==> config.mk <==
export PLATFORM = sky130hd
export DESIGN_NAME = dmux_sched_flat
export DESIGN_NICKNAME = d
export VERILOG_FILES = /design/src/rtl/dmux_pkg.sv /design/src/rtl/dmux_sched_if.sv /design/src/rtl/dmux_rr_ptr.sv /design/src/rtl/dmux_sched.sv /design/src/flat_wrapper.sv
export SDC_FILE = /design/constraint.sdc
export NUM_CORES = 1
export LEC_CHECK = 0
export BUFFER_PORTS_ARGS = -buffer_cell sky130_fd_sc_hd__clkbuf_2
export CORE_MARGIN = 2
export CORE_UTILIZATION = 40
export DETAILED_ROUTE_END_ITERATION = 10
export PLACE_DENSITY = 0.72
export SYNTH_ARGS = -nofsm -noshare
export SYNTH_HDL_FRONTEND = slang
export SYNTH_SLANG_ARGS = --single-unit
==> constraint.sdc <==
create_clock -name clk -period 2.4 [get_ports clk]
set_input_delay 0.48 -clock clk [delete_from_list [all_inputs] [get_ports clk]]
set_output_delay 0.48 -clock clk [all_outputs]
set_load 0.02 [all_outputs]
==> src/rtl/dmux_pkg.sv <==
// -----------------------------------------------------------------------------
// dmux_pkg
// Shared definitions for the dmux_sched sequencing controller.
//   - datapath / config widths
//   - FSM state encoding (EMPTY / LOADED)
//   - steering mode constants (round-robin / fixed destination)
//   - onehot(): destination index -> one-hot sink valid vector
// -----------------------------------------------------------------------------
package dmux_pkg;

    localparam int N_OUT = 8;   // number of destinations (power of two, 2..16)
    localparam int SEL_W = 3;   // log2(N_OUT)
    localparam int DW    = 8;   // data word width
    localparam int BL_W  = 4;   // burst-length config width

    typedef enum logic {
        ST_EMPTY  = 1'b0,
        ST_LOADED = 1'b1
    } state_e;

    localparam logic MODE_RR  = 1'b0;
    localparam logic MODE_FIX = 1'b1;

    function automatic logic [N_OUT-1:0] onehot(input logic [SEL_W-1:0] sel);
        logic [N_OUT-1:0] v;
        v      = '0;
        v[sel] = 1'b1;
        return v;
    endfunction

endpackage

==> src/rtl/dmux_sched_if.sv <==
// -----------------------------------------------------------------------------
// dmux_sched_if
// Stream bundle around the scheduler.
//
// Handshake: a word moves on in_* when in_valid && in_ready at a rising edge;
// a word moves to sink k when out_valid[k] && out_ready[k] at a rising edge.
// A producer holds in_data/in_valid stable until accepted; the scheduler holds
// out_data/out_valid stable until delivered. in_ready never depends on
// in_valid.
//
//   in_data   producer -> scheduler   input word
//   in_valid  producer -> scheduler   input word present
//   in_ready  scheduler -> producer   word accepted this cycle
//   out_data  scheduler -> sinks      held word (broadcast)
//   out_valid scheduler -> sinks      one-hot destination
//   out_ready sinks -> scheduler      per-sink ready
//
// master: environment side (producer + sinks); slave: the scheduler.
// -----------------------------------------------------------------------------
interface dmux_sched_if
    import dmux_pkg::*;
();
    logic [DW-1:0]    in_data;
    logic             in_valid;
    logic             in_ready;
    logic [DW-1:0]    out_data;
    logic [N_OUT-1:0] out_valid;
    logic [N_OUT-1:0] out_ready;

    modport master (
        output in_data, in_valid, out_ready,
        input  in_ready, out_data, out_valid
    );

    modport slave (
        input  in_data, in_valid, out_ready,
        output in_ready, out_data, out_valid
    );
endinterface

==> src/rtl/dmux_rr_ptr.sv <==
// -----------------------------------------------------------------------------
// dmux_rr_ptr
// Round-robin destination pointer with burst counting.
//   clk, rst_n    clock, async active-low reset
//   advance_i     a word is delivered this cycle
//   cfg_clr_i     sampled config changed: restart the burst count
//   cfg_mode_i    MODE_RR / MODE_FIX
//   cfg_fix_i     fixed destination
//   cfg_bl_i      words per destination (0 behaves as 1)
//   cur_sel_o     destination the next accepted word would take right now
//   next_sel_o    destination for a word captured this cycle (after update)
//   cnt_o         burst counter (observability)
// -----------------------------------------------------------------------------
module dmux_rr_ptr
    import dmux_pkg::*;
(
    input  logic             clk,
    input  logic             rst_n,
    input  logic             advance_i,
    input  logic             cfg_clr_i,
    input  logic             cfg_mode_i,
    input  logic [SEL_W-1:0] cfg_fix_i,
    input  logic [BL_W-1:0]  cfg_bl_i,
    output logic [SEL_W-1:0] cur_sel_o,
    output logic [SEL_W-1:0] next_sel_o,
    output logic [BL_W-1:0]  cnt_o
);

    logic [SEL_W-1:0] sel_q, sel_d;
    logic [BL_W-1:0]  cnt_q, cnt_d;
    logic [BL_W-1:0]  bl_eff;

    always_comb begin
        bl_eff = (cfg_bl_i == '0) ? BL_W'(1) : cfg_bl_i;
        sel_d  = sel_q;
        cnt_d  = cnt_q;
        if (cfg_clr_i) begin
            cnt_d = '0;
        end else if (advance_i && (cfg_mode_i == MODE_RR)) begin
            // Extra bit keeps cnt+1 from wrapping before the compare.
            if (({1'b0, cnt_q} + 1'b1) == {1'b0, bl_eff}) begin
                cnt_d = '0;
                sel_d = sel_q + 1'b1;   // natural wrap N_OUT-1 -> 0
            end else begin
                cnt_d = cnt_q + 1'b1;
            end
        end
    end

    always_ff @(posedge clk or negedge rst_n) begin
        if (!rst_n) begin
            sel_q <= '0;
            cnt_q <= '0;
        end else begin
            sel_q <= sel_d;
            cnt_q <= cnt_d;
        end
    end

    // A word captured alongside a rotating delivery already sees the new sink.
    assign next_sel_o = (cfg_mode_i == MODE_FIX) ? cfg_fix_i : sel_d;
    assign cur_sel_o  = (cfg_mode_i == MODE_FIX) ? cfg_fix_i : sel_q;
    assign cnt_o      = cnt_q;

endmodule

==> src/rtl/dmux_sched.sv <==
// -----------------------------------------------------------------------------
// dmux_sched
// Steers a valid/ready input stream to one of N_OUT sinks through a
// single-entry output register, in strict round-robin (with burst length)
// or to a fixed destination. Sustains one word per cycle when the current
// sink is ready.
//   clk, rst_n   clock, async active-low reset
//   bus          stream bundle (slave side), see dmux_sched_if
//   mode         0 = round-robin, 1 = fixed destination
//   fix_sel      destination used in fixed mode
//   burst_len    words per destination before rotating (0 = 1)
//   cur_sel      destination the next accepted word will take
//   busy         output register loaded
//   dbg_state_o  FSM state
// -----------------------------------------------------------------------------
module dmux_sched
    import dmux_pkg::*;
(
    input  logic             clk,
    input  logic             rst_n,
    dmux_sched_if.slave      bus,
    input  logic             mode,
    input  logic [SEL_W-1:0] fix_sel,
    input  logic [BL_W-1:0]  burst_len,
    output logic [SEL_W-1:0] cur_sel,
    output logic             busy,
    output state_e           dbg_state_o
);

    state_e           state_q;
    logic [DW-1:0]    data_q;
    logic [SEL_W-1:0] dest_q;
    logic [N_OUT-1:0] out_valid_q;

    logic             cfg_mode_q;
    logic [SEL_W-1:0] cfg_fix_q;
    logic [BL_W-1:0]  cfg_bl_q;

    logic             deliver;
    logic             in_ready;
    logic             capture;
    logic             cfg_sample;
    logic             cfg_clr;
    logic [SEL_W-1:0] next_sel;
    logic [BL_W-1:0]  cnt_unused;

    always_comb begin
        deliver    = (state_q == ST_LOADED) && bus.out_ready[dest_q];
        in_ready   = (state_q == ST_EMPTY) || deliver;
        capture    = bus.in_valid && in_ready;
        // Config only moves on truly idle cycles so a stream never sees it change.
        cfg_sample = (state_q == ST_EMPTY) && !bus.in_valid;
        cfg_clr    = cfg_sample && ((mode != cfg_mode_q) ||
                                    (fix_sel != cfg_fix_q) ||
                                    (burst_len != cfg_bl_q));
    end

    dmux_rr_ptr u_ptr (
        .clk        (clk),
        .rst_n      (rst_n),
        .advance_i  (deliver),
        .cfg_clr_i  (cfg_clr),
        .cfg_mode_i (cfg_mode_q),
        .cfg_fix_i  (cfg_fix_q),
        .cfg_bl_i   (cfg_bl_q),
        .cur_sel_o  (cur_sel),
        .next_sel_o (next_sel),
        .cnt_o      (cnt_unused)
    );

    always_ff @(posedge clk or negedge rst_n) begin
        if (!rst_n) begin
            state_q     <= ST_EMPTY;
            data_q      <= '0;
            dest_q      <= '0;
            out_valid_q <= '0;
        end else begin
            case (state_q)
                ST_EMPTY: begin
                    if (capture) begin
                        state_q     <= ST_LOADED;
                        data_q      <= bus.in_data;
                        dest_q      <= next_sel;
                        out_valid_q <= onehot(next_sel);
                    end
                end
                ST_LOADED: begin
                    if (capture) begin
                        // Delivery and refill in the same cycle: no bubble.
                        data_q      <= bus.in_data;
                        dest_q      <= next_sel;
                        out_valid_q <= onehot(next_sel);
                    end else if (deliver) begin
                        state_q     <= ST_EMPTY;
                        out_valid_q <= '0;
                    end
                end
                default: begin
                    state_q     <= ST_EMPTY;
                    out_valid_q <= '0;
                end
            endcase
        end
    end

    always_ff @(posedge clk or negedge rst_n) begin
        if (!rst_n) begin
            cfg_mode_q <= MODE_RR;
            cfg_fix_q  <= '0;
            cfg_bl_q   <= BL_W'(1);
        end else if (cfg_sample) begin
            cfg_mode_q <= mode;
            cfg_fix_q  <= fix_sel;
            cfg_bl_q   <= burst_len;
        end
    end

    assign bus.in_ready  = in_ready;
    assign bus.out_data  = data_q;
    assign bus.out_valid = out_valid_q;
    assign busy          = (state_q == ST_LOADED);
    assign dbg_state_o   = state_q;

endmodule

==> src/flat_wrapper.sv <==
// flat-port wrapper written by rule: the top's interface ports become plain ports
module dmux_sched_flat import dmux_pkg::*;
  (clk, rst_n, mode, fix_sel, burst_len, cur_sel, busy, dbg_state_o, bus_in_data, bus_in_valid, bus_out_ready, bus_in_ready, bus_out_data, bus_out_valid);
  dmux_sched_if bus_i ();
  input  logic clk;
  input  logic rst_n;
  input  logic mode;
  input  logic [SEL_W-1:0] fix_sel;
  input  logic [BL_W-1:0] burst_len;
  output logic [SEL_W-1:0] cur_sel;
  output logic busy;
  output state_e dbg_state_o;
  input wire logic [$bits(bus_i.in_data)-1:0] bus_in_data;
  input wire logic [$bits(bus_i.in_valid)-1:0] bus_in_valid;
  input wire logic [$bits(bus_i.out_ready)-1:0] bus_out_ready;
  output wire logic [$bits(bus_i.in_ready)-1:0] bus_in_ready;
  output wire logic [$bits(bus_i.out_data)-1:0] bus_out_data;
  output wire logic [$bits(bus_i.out_valid)-1:0] bus_out_valid;
  assign bus_i.in_data = bus_in_data;
  assign bus_i.in_valid = bus_in_valid;
  assign bus_i.out_ready = bus_out_ready;
  assign bus_in_ready = bus_i.in_ready;
  assign bus_out_data = bus_i.out_data;
  assign bus_out_valid = bus_i.out_valid;
  dmux_sched u_core (.clk(clk), .rst_n(rst_n), .bus(bus_i), .mode(mode), .fix_sel(fix_sel), .burst_len(burst_len), .cur_sel(cur_sel), .busy(busy), .dbg_state_o(dbg_state_o));
endmodule
==> metrics.txt, run 1 <==
busiest metal layer after global routing=met2; I/O Buffers=48; Finished Cell Area=0.00230 mm2; Net Switching=0.00144 W; status=finished clean; I/O pins=49; Starting Density=40.9%; internal power=0.00185 W; GR Util met3=4.14%; Via density=5.41; clock share of power=16.1%; CP max-delay cell=dfrtp_1; Buf/Inv on CP=0; asr flop ratio synth=100%; fin crit share=94.9%; CP arrival=2.51 ns; Syn Area/Cell=11.8 um2; Placer Congestion=0.879; htree depth=2; Sw Ratio=43.8%; skew final=0.00690 ns; Starting DRT DRC Count=67; CP Launch Point=u_core.u_ptr.cnt_o[0]; Clk pin slew, worst setup/hold paths=0.08 ns; met1 Use GR=19.2%; Crit path max-delay family=compound AO/OA/AOI/OAI gates; Pins Over Slew Limit=0; number of remaining DRC errors=0; crit path launch type=flip-flop; worst skew pair latency=0.29 ns; final setup fails=0; Die Y-Extent=72.8 um; Hold Path Class=primary input to asynchronous set/reset pin; Area Overhead vs Synth=21.6%; # diodes=0; worst r2r src=u_core.u_ptr.cnt_o[0]; post-route minimum period=2.28 ns; Fin. Hold Viols=0; crit path capture type=flip-flop; largest net degree at the start of global routing=36; HPWL after DPL=2900 um; Most used DFF post-synth=dfrtp_1; syn nets=190; clock sinks=35; Post-synth EDFFs=0; Power Density=1430 mW/mm2; Synth Register Bits=35; core area=0.00463 mm2; Ys Warns=0; crit-path max cell delay=0.45 ns; die area=0.00530 mm2; critical path class=flip-flop to flip-flop; sequential group share of total power=33.9%; utilization after layout=49.7%; VDD IR max=720 uV; Worst-Margin Slew=0.881 ns; filler instances=432; Die W=72.8 um; Detailed Route WL=3880 um; vias in the first global route=1390; Leakage Power=1.07 nW; crit-path cells=ha_1 -> xnor2_1 -> a21oi_2 -> o2bb2ai_4 -> a311o_2 -> a31oi_4 -> a32o_1; Rel. slew slack=41.3%; TritonCTS Buffers=5; met2 Resource Use GR=25.3%; synth unique cells=49; CP required=2.63 ns; drt pass-1 iters=4; first-pass GRT wire length=6280 um; GR Util All Layers=15.4%; Synth Instances=161; GR Overflow Total=0; via count=1450; # nets final=242; maximum achievable frequency=439 MHz; Synth Cell Area=0.00189 mm2; Seq/Total Area, Yosys=46.3%; CP max FO=8; wire per inst=14.5 um; deepest clock path buffer count=2; dpl cell area=0.00217 mm2; CTS tree=yes; remaining antenna violation count after routing=0; Clock Root Buffer=clkbuf_8; share of layout cells above drive strength 1=42.5%; Max-cap violations=0; Site Rows=25; combinational share of power=50.1%; initial antenna violation count=0
==> metal layers <==
| metal | share of wire (%) | up-vias |
|---|---|---|
| li1 | - | 696 |
| met1 | 45 | 705 |
| met2 | 49 | 44 |
| met3 | 4.3 | 5 |
| met4 | 1.6 | 0 |
| met5 | 0 | - |
==> stage by stage <==
stage	cells	setup TNS, ns	hold slack (ns)	setup slack [ns]	power [W]
floorplan	161	0	0.184	0.274	0.00232
global placement	260	0	0.470	0.157	0.00269
detailed placement	260	0	0.478	0.0814	0.00273
CTS	268	0	0.329	0.0564	0.00327
global route	268	-0.0289	0.370	-0.0205	0.00354
finish	268	0	0.300	0.121	0.00330
==> power by group through the flow <==
stage,Sequential (W),Combinational [W],Clock [W]
global route,0.00116,0.00181,0.000564
finish,0.00112,0.00165,0.000529
detailed placement,0.00113,0.00160,0
floorplan,0.00119,0.00112,0
CTS,0.00111,0.00161,0.000544
global placement,0.00111,0.00158,0
==> final timing paths <==
check                           slack, ns                      end  cells after the start
worst max-delay path                 0.12  u_core.bus.out_valid[7]                      7
worst min-delay path                 0.30       u_core.cfg_bl_q[3]                      1
worst max register to register       0.12  u_core.bus.out_valid[7]                      7
worst min register to register       0.49  u_core.bus.out_valid[5]                      2
max in group asynchronous            1.55    u_core.u_ptr.cnt_o[2]                      1
min in group clk                     0.42   u_core.bus.out_data[4]                      2
==> cells by family after synthesis <==
family / after synthesis / share of synthesized area (%)
buf+inv: 7 / 2.58
xor+xnor: 14 / 6.48
simple gates: 52 / 16.1
mux: 22 / 13.4
flops: 35 / 46.3
compound gates: 29 / 13.8
fa+ha+maj: 2 / 1.32
==> flip-flops by register name, indices dropped and copies added (netlist names) <==
name                  count
u_core.cfg_bl_q           4
u_core.cfg_fix_q          3
u_core.busy               1
u_core.u_ptr.cnt_o        4
u_core.bus.out_valid      8
u_core.cfg_mode_q         1
u_core.bus.out_data       8
u_core.u_ptr.sel_q        3
u_core.dest_q             3
==> timing repair <==
action / CTS / global route
setup endpoints to repair: 0 / 8
hold buffers: 0 / 0
gates resized for setup: 0 / 4
buffers inserted: 0 / 0
==> cell type report <==
cell class                      count  area [um2]  area share, %
Multi-Input combinational cell    119         986           42.8
Tap cell                           54        67.6           2.93
Inverter                            3        11.3          0.489
Sequential cell                    35         877           38.1
Timing Repair Buffer               49         248           10.8
Clock buffer                        5        68.8           2.99
Clock inverter                      3        43.8           1.90
==> synthesized netlist by cell type, types with 2 or more instances <==
master	number	area, um2
mux2i_1	4	40.0
dfrtp_1	34	851
xnor2_1	4	35.0
nor3_2	2	20.0
a21oi_1	3	15.0
nand2b_1	3	18.8
inv_1	3	11.3
o21ai_1	2	10.0
nand4_1	2	12.5
nor4_1	3	18.8
a32o_1	5	50.1
nand3_1	2	10.0
xor2_1	10	87.6
mux2_2	16	180
nand2_1	20	75.1
ha_1	2	25.0
nor2b_1	2	12.5
o21ai_0	4	20.0
nor2_1	6	22.5
o31ai_1	5	37.5
==> layout by cell type, fill, tap and decap left out, types with 2 or more instances in the layout <==
cell,n
o21ai_0,3
nor2_1,6
clkbuf_8,5
nand2_2,2
ha_1,2
o21ai_1,3
mux2_2,16
dfrtp_1,34
nand2b_1,3
nor2b_1,2
mux2i_1,4
nand2_1,19
nor3_2,2
a21oi_1,2
o31ai_1,5
nand4_1,2
nor4_1,3
clkbuf_2,48
inv_1,3
a32o_1,5
nand3_1,2
xor2_1,10
xnor2_1,4
==> worst register-to-register path, cell delays in order (launching register included) <==
cell	delay (ns)
dfrtp_1	0.45
ha_1	0.39
xnor2_1	0.17
a21oi_2	0.21
o2bb2ai_4	0.14
a311o_2	0.44
a31oi_4	0.23
a32o_1	0.19
Note: power is estimated with default switching activity, not from simulation.
==> run 2, diff against run 1 <==
Settings changed: SYNTH_HIERARCHICAL set to 1.
==> metrics.txt, run 2 <==
core area=0.00479 mm2 (+3.4%); Clock Root Buffer=clkbuf_8; GR Util All Layers=19.5% (+4.1 points); largest area contributor in the netlist=dfrtp_1; I/O Buffers=48 (unchanged); CP required=2.58 ns (-0.05 ns); Most used DFF post-synth=dfrtp_1; syn nets=228 (+20%); Crit path max-delay family=simple AND/OR/NAND/NOR gates; utilization after layout=61.5% (+12 points); CTS tree=yes; Leakage Power=1.36 nW (+27%); Synth Cell Area=0.00202 mm2 (+6.7%); asr flop ratio synth=100% (unchanged); fin crit share=113% (+18 points); crit-path cells=mux2i_1 -> a22o_1 -> nor3_4 -> nor3b_4 -> nand3_2 -> or4_4 -> a31oi_4 -> nor2b_2 -> nand2_1 -> nor3_2 -> a211o_1; status=finished with violations; share of layout cells above drive strength 1=50.3% (+7.8 points); Synth Register Bits=35 (unchanged); Seq/Total Area, Yosys=43.4% (-2.9 points); largest net degree at the start of global routing=28 (-22%); Die Y-Extent=75.1 um (+3.1%); drt pass-1 iters=4 (unchanged); post-route minimum period=2.71 ns (+0.434 ns); CP max FO=5 (-3); Power Density=1400 mW/mm2 (-2.4%); first-pass GRT wire length=8310 um (+32%); clock sinks=35 (unchanged); synth unique cells=42 (-14%); Area contributors post-synth=dfrtp_1, o211ai_1, mux2_2; unrepaired setup endpoints after global routing=yes; slack of the worst reg-to-reg path=-0.31 ns (-0.43 ns); initial antenna violation count=0 (unchanged); Hold Path Class=primary input to asynchronous set/reset pin; remaining antenna violation count after routing=0 (unchanged); TritonCTS Buffers=5 (unchanged); Area Overhead vs Synth=45.8%; Die W=75.1 um (+3.1%); # nets final=320 (+32%); CP arrival=2.89 ns (+0.38 ns); Site Rows=25 (unchanged); vias in the first global route=1869 (+34%); WHS=0.0455 ns (-0.255 ns); Rel. slew slack=77.6% (+36 points); critical path class=flip-flop to flip-flop; Synth Instances=199 (+24%); VDD IR max=716 uV (-0.63%); Syn Area/Cell=10.1 um2 (-14%); worst skew pair latency=0.29 ns (about the same); Via density=5.24 (-3.1%); skew final=0.00781 ns (+0.000911 ns); die area=0.00563 mm2 (+6.3%); # diodes=0 (unchanged); Buf/Inv on CP=0 (unchanged); crit path launch type=flip-flop; commonest non-fill, non-tap cell in the layout=clkbuf_2; Placer Congestion=0.805 (-8.4%); deepest clock path buffer count=2 (unchanged); via count=1882 (+30%); number of remaining DRC errors=0 (unchanged); setup_tns=-2.29 ns (-2.29 ns); final cell count without fillers=359 (+34%); synth cell count leaders=dfrtp_1, nand2_1, o211ai_1; Pins Over Slew Limit=0 (unchanged); crit path capture type=flip-flop; Post-Place Setup Slack=-0.427 ns (-0.508 ns); htree depth=2 (unchanged); wire per inst=14.0 um (-3.5%); Clk pin slew, worst setup/hold paths=0.07 ns (about the same); top-area cell type share of the netlist area=42.1% (-2.8 points); Post-synth EDFFs=0 (unchanged); HPWL after DPL=3520 um (+22%); crit-path max cell delay=0.46 ns (about the same); Detailed Route WL=5010 um (+29%); Starting DRT DRC Count=116 (+73%); maximum achievable frequency=369 MHz (-16%); most frequent cells in the layout=clkbuf_2, buf_4, dfrtp_1; Ys Warns=6 (+6); worst setup margin=-0.312 ns (-0.434 ns); violated checks=setup timing; CP max-delay cell=dfrtp_2; final setup fails=11 (+11); Worst-Margin Slew=0.336 ns (-0.545 ns); count leader, synth=dfrtp_1; Inst Count DP=338 (+30%); Starting Density=42.2% (+1.3 points); I/O pins=49 (unchanged); GR Overflow Total=0 (unchanged); Max-cap violations=0 (unchanged); Fin. Hold Viols=0 (unchanged)
run 2: cell types whose count changed after synthesis, moves of 4 or more:
cell,change
clkbuf_1,+4
mux2_2,-5
nand2_1,+4
nand2b_1,+13
o211ai_1,+24
o21ai_1,+4
o31ai_1,-4
or3_1,+4
xnor2_1,-4
run 2: cell type report:
type                            count  area [um2]
Clock buffer                        6        82.6
Clock inverter                      2        35.0
Fill cell                         402        1840
Inverter                            7        26.3
Multi-Input combinational cell    148        1220
Sequential cell                    35         878
Tap cell                           67        83.8
Timing Repair Buffer               94         622
run 2: cell families after synthesis:
| kind of cell | after synthesis | synth area share (%) |
|---|---|---|
| buffers and inverters | 16 | 3.78 |
| AOI/OAI and AO/OA | 52 | 20.0 |
| and+or+nand+nor | 69 | 18.2 |
| adders and majority gates | 2 | 1.24 |
| muxes | 14 | 7.87 |
| DFF | 35 | 43.4 |
| xor gates and xnor gates | 11 | 5.58 |
run 2: metal layers:
layer | track usage (%) | routed length, um | share of wire (%) | vias to the layer above
met1 | 22.5 | 2130 | 42 | 918
met4 | 6.35 | 61 | 1.2 | 0
li1 | - | - | - | 907
met2 | 35.1 | 2610 | 52 | 48
met3 | 4.95 | 215 | 4.3 | 9
met5 | 0 | 0 | 0 | -
run 2: stage by stage:
step | area, um2 | power (W)
2_1_floorplan | 2080 | 0.00240
3_5_place_dp | 2590 | 0.00317
6_report | 2950 | 0.00412
3_3_place_gp | 2590 | 0.00313
5_1_grt | 2950 | 0.00442
4_1_cts | 2880 | 0.00401
run 2: what timing repair did:
action	4_1_cts	5_1_grt
gates cloned	0	0
hold buffers	0	0
pin swaps	14	3
resized for setup	26	10
setup buffers	9	5
endpoints found under the setup margin	12	12
run 2: where the power goes:
part | internal, W | switching (W) | leakage [nW]
Combinational | 0.00121 | 0.00130 | 0.859
Clock | 0.000336 | 0.000218 | 0.0612
Sequential | 0.000846 | 0.000200 | 0.439
run 2: final timing paths:
| check | startpoint | endpoint | cells past startpoint |
|---|---|---|---|
| min in group clk | bus_in_data[7] | u_core/bus.out_data[7] | 3 |
| worst min register to register | u_core/bus.out_valid[5] | u_core/bus.out_valid[5] | 1 |
| worst min-delay path | rst_n | u_core/bus.out_data[2] | 1 |
| max in group asynchronous | rst_n | u_core/cfg_bl_q[0] | 2 |
| worst max register to register | u_core/dest_q[0] | u_core/bus.out_valid[0] | 11 |
| worst max-delay path | u_core/dest_q[0] | u_core/bus.out_valid[0] | 11 |
run 2: worst reg2reg max path: stages (launching register included):
cell	delay, ns
dfrtp_2	0.46
mux2i_1	0.13
a22o_1	0.27
nor3_4	0.19
nor3b_4	0.26
nand3_2	0.15
or4_4	0.47
a31oi_4	0.19
nor2b_2	0.07
nand2_1	0.11
nor3_2	0.05
a211o_1	0.26
==> run 3, diff against run 2 <==
==> constraint.sdc (replaced) <==
create_clock -name clk -period 2.4 [get_ports clk]
set_input_delay 0.48 -clock clk [delete_from_list [all_inputs] [get_ports clk]]
set_output_delay 0.48 -clock clk [all_outputs]
set_load 0.01 [all_outputs]
==> metrics.txt, run 3 (synthesis gave the netlist of run 2 again) <==
# diodes=0 (unchanged); clock sinks=35 (unchanged); TritonCTS Buffers=5 (unchanged); Fin. Hold Viols=0 (unchanged); I/O Buffers=48 (unchanged); Crit path max-delay family=simple AND/OR/NAND/NOR gates; Detailed Route WL=5010 um (about the same); Post-CTS Hold Buffers=0 (unchanged); Max-cap violations=0 (unchanged); Die Y-Extent=75.1 um (unchanged); vias in the first global route=1825 (-2.4%); via count=1830 (-2.8%); register area=878 um2 (unchanged); GR Util All Layers=19.0% (-0.54 points); Power Density=1350 mW/mm2 (-3.7%); remaining antenna violation count after routing=0 (unchanged); Worst-Margin Slew=0.903 ns (+0.567 ns); HPWL after DPL=3480 um (-1.1%); Buf/Inv on CP=0 (unchanged); Site Rows=25 (unchanged); I/O pins=49 (unchanged); final setup fails=11 (unchanged); crit-path max cell delay=0.46 ns (about the same); # nets final=313 (-2.2%); most frequent cells in the layout=clkbuf_2, buf_4, dfrtp_1; setup_tns=-2.06 ns (+0.228 ns); number of remaining DRC errors=0 (unchanged); htree depth=2 (unchanged); deepest clock path buffer count=2 (unchanged); GR Overflow Total=0 (unchanged); die area=0.00563 mm2 (unchanged); crit path launch type=flip-flop; final cell count without fillers=352 (-1.9%); utilization after layout=59.5% (-2.1 points); Clock Root Buffer=clkbuf_8; worst setup margin=-0.244 ns (+0.0684 ns); largest net degree at the start of global routing=36 (+29%); CP arrival=2.82 ns (-0.07 ns); drt pass-1 iters=4 (unchanged); wire per inst=14.2 um (+2.0%); fin crit share=110% (-2.8 points); CP max-delay cell=or4_4; Die W=75.1 um (unchanged); critical path class=flip-flop to flip-flop; filler instances=425 (+5.7%); unrepaired setup endpoints after global routing=yes; share of layout cells above drive strength 1=46.3% (-4.0 points); CTS tree=yes; worst skew pair latency=0.29 ns (about the same); Leakage Power=1.31 nW (-3.3%); Pins Over Slew Limit=0 (unchanged); core area=0.00479 mm2 (unchanged); Starting DRT DRC Count=88 (-24%); initial antenna violation count=0 (unchanged); Clk pin slew, worst setup/hold paths=0.07 ns (about the same); Starting Density=42.2% (unchanged); crit-path cells=mux2i_1 -> a22o_1 -> nor3_4 -> nor3b_4 -> nand3_2 -> or4_4 -> a31oi_4 -> nor2b_2 -> nand2_1 -> nor3_1 -> a211o_1; VDD IR max=720 uV (+0.58%); crit path capture type=flip-flop; skew final=0.00716 ns (-0.000645 ns); maximum achievable frequency=378 MHz (+2.6%); violated checks=setup timing; commonest non-fill, non-tap cell in the layout=clkbuf_2; CP required=2.57 ns (about the same); CP max FO=5 (unchanged); Hold Path Class=primary input to asynchronous set/reset pin; multi-input logic area=0.00118 mm2 (-2.8%); Rel. slew slack=39.8% (-38 points); post-route minimum period=2.64 ns (-0.0684 ns); first-pass GRT wire length=8080 um (-2.7%); status=finished with violations; Area Overhead vs Synth=40.9%; Inst Count DP=337 (-0.30%); Finished Cell Area=0.00285 mm2 (-3.4%); Via density=5.20 (-0.83%); dpl cell area=0.00258 mm2 (-0.29%); Placer Congestion=0.799 (-0.82%)
## run 3: layout make-up
cell class	count	area share, %
well taps	67	2.95
flip-flops and latches	35	30.9
inverters	7	0.923
clock buffers	6	2.90
clock inverters	2	1.23
multi-input cells	148	41.6
repair buffers	87	19.5
## run 3: stage by stage
| step | total power [W] | hold WS, ns | setup slack, ns |
|---|---|---|---|
| 3_5_place_dp | 0.00305 | 0.486 | -0.450 |
| 2_1_floorplan | 0.00227 | 0.184 | -0.326 |
| 6_report | 0.00383 | 0.307 | -0.244 |
| 3_3_place_gp | 0.00300 | 0.480 | -0.379 |
| 4_1_cts | 0.00379 | 0.326 | -0.217 |
| 5_1_grt | 0.00410 | 0.382 | -0.332 |
## run 3: repair_timing
item / 4_1_cts / 5_1_grt
pin swaps: 7 / 6
gates resized for setup: 16 / 6
buffers inserted: 7 / 0
setup endpoints to repair: 12 / 12
## run 3: report_power, final
part / switching (W) / internal, W
sequential: 0.000208 / 0.000846
combinational: 0.00111 / 0.00112
clock: 0.000210 / 0.000336
total: 0.00153 / 0.00230
## run 3: metal layers
| metal | vias up | part of all wire (%) | track usage (%) |
|---|---|---|---|
| met1 | 877 | 41 | 20.8 |
| met2 | 43 | 53 | 34.7 |
| met3 | 13 | 3.8 | 4.15 |
| met5 | - | 0 | 0 |
| met4 | 0 | 2.7 | 8.53 |
| li1 | 897 | - | - |
## run 3: worst paths after layout
check	start	to	slack [ns]	cells after the start
worst max-delay path	u_core/dest_q[0]	u_core/bus.out_valid[0]	-0.24	11
worst min-delay path	rst_n	u_core/bus.out_data[6]	0.31	1
worst max register to register	u_core/dest_q[0]	u_core/bus.out_valid[0]	-0.24	11
worst min register to register	u_core/bus.out_valid[5]	u_core/bus.out_valid[5]	0.50	1
max in group asynchronous	rst_n	u_core/dest_q[0]	1.47	1
min in group clk	bus_in_data[1]	u_core/bus.out_data[1]	0.44	3
## run 3: worst register-to-register path, delay by kind of cell, from the launching register on
family | cells | cell delay [ns]
AND/OR/NAND/NOR | 7 | 1.23
flip-flops | 1 | 0.45
AO/OA/AOI/OAI | 3 | 0.73
multiplexers | 1 | 0.13
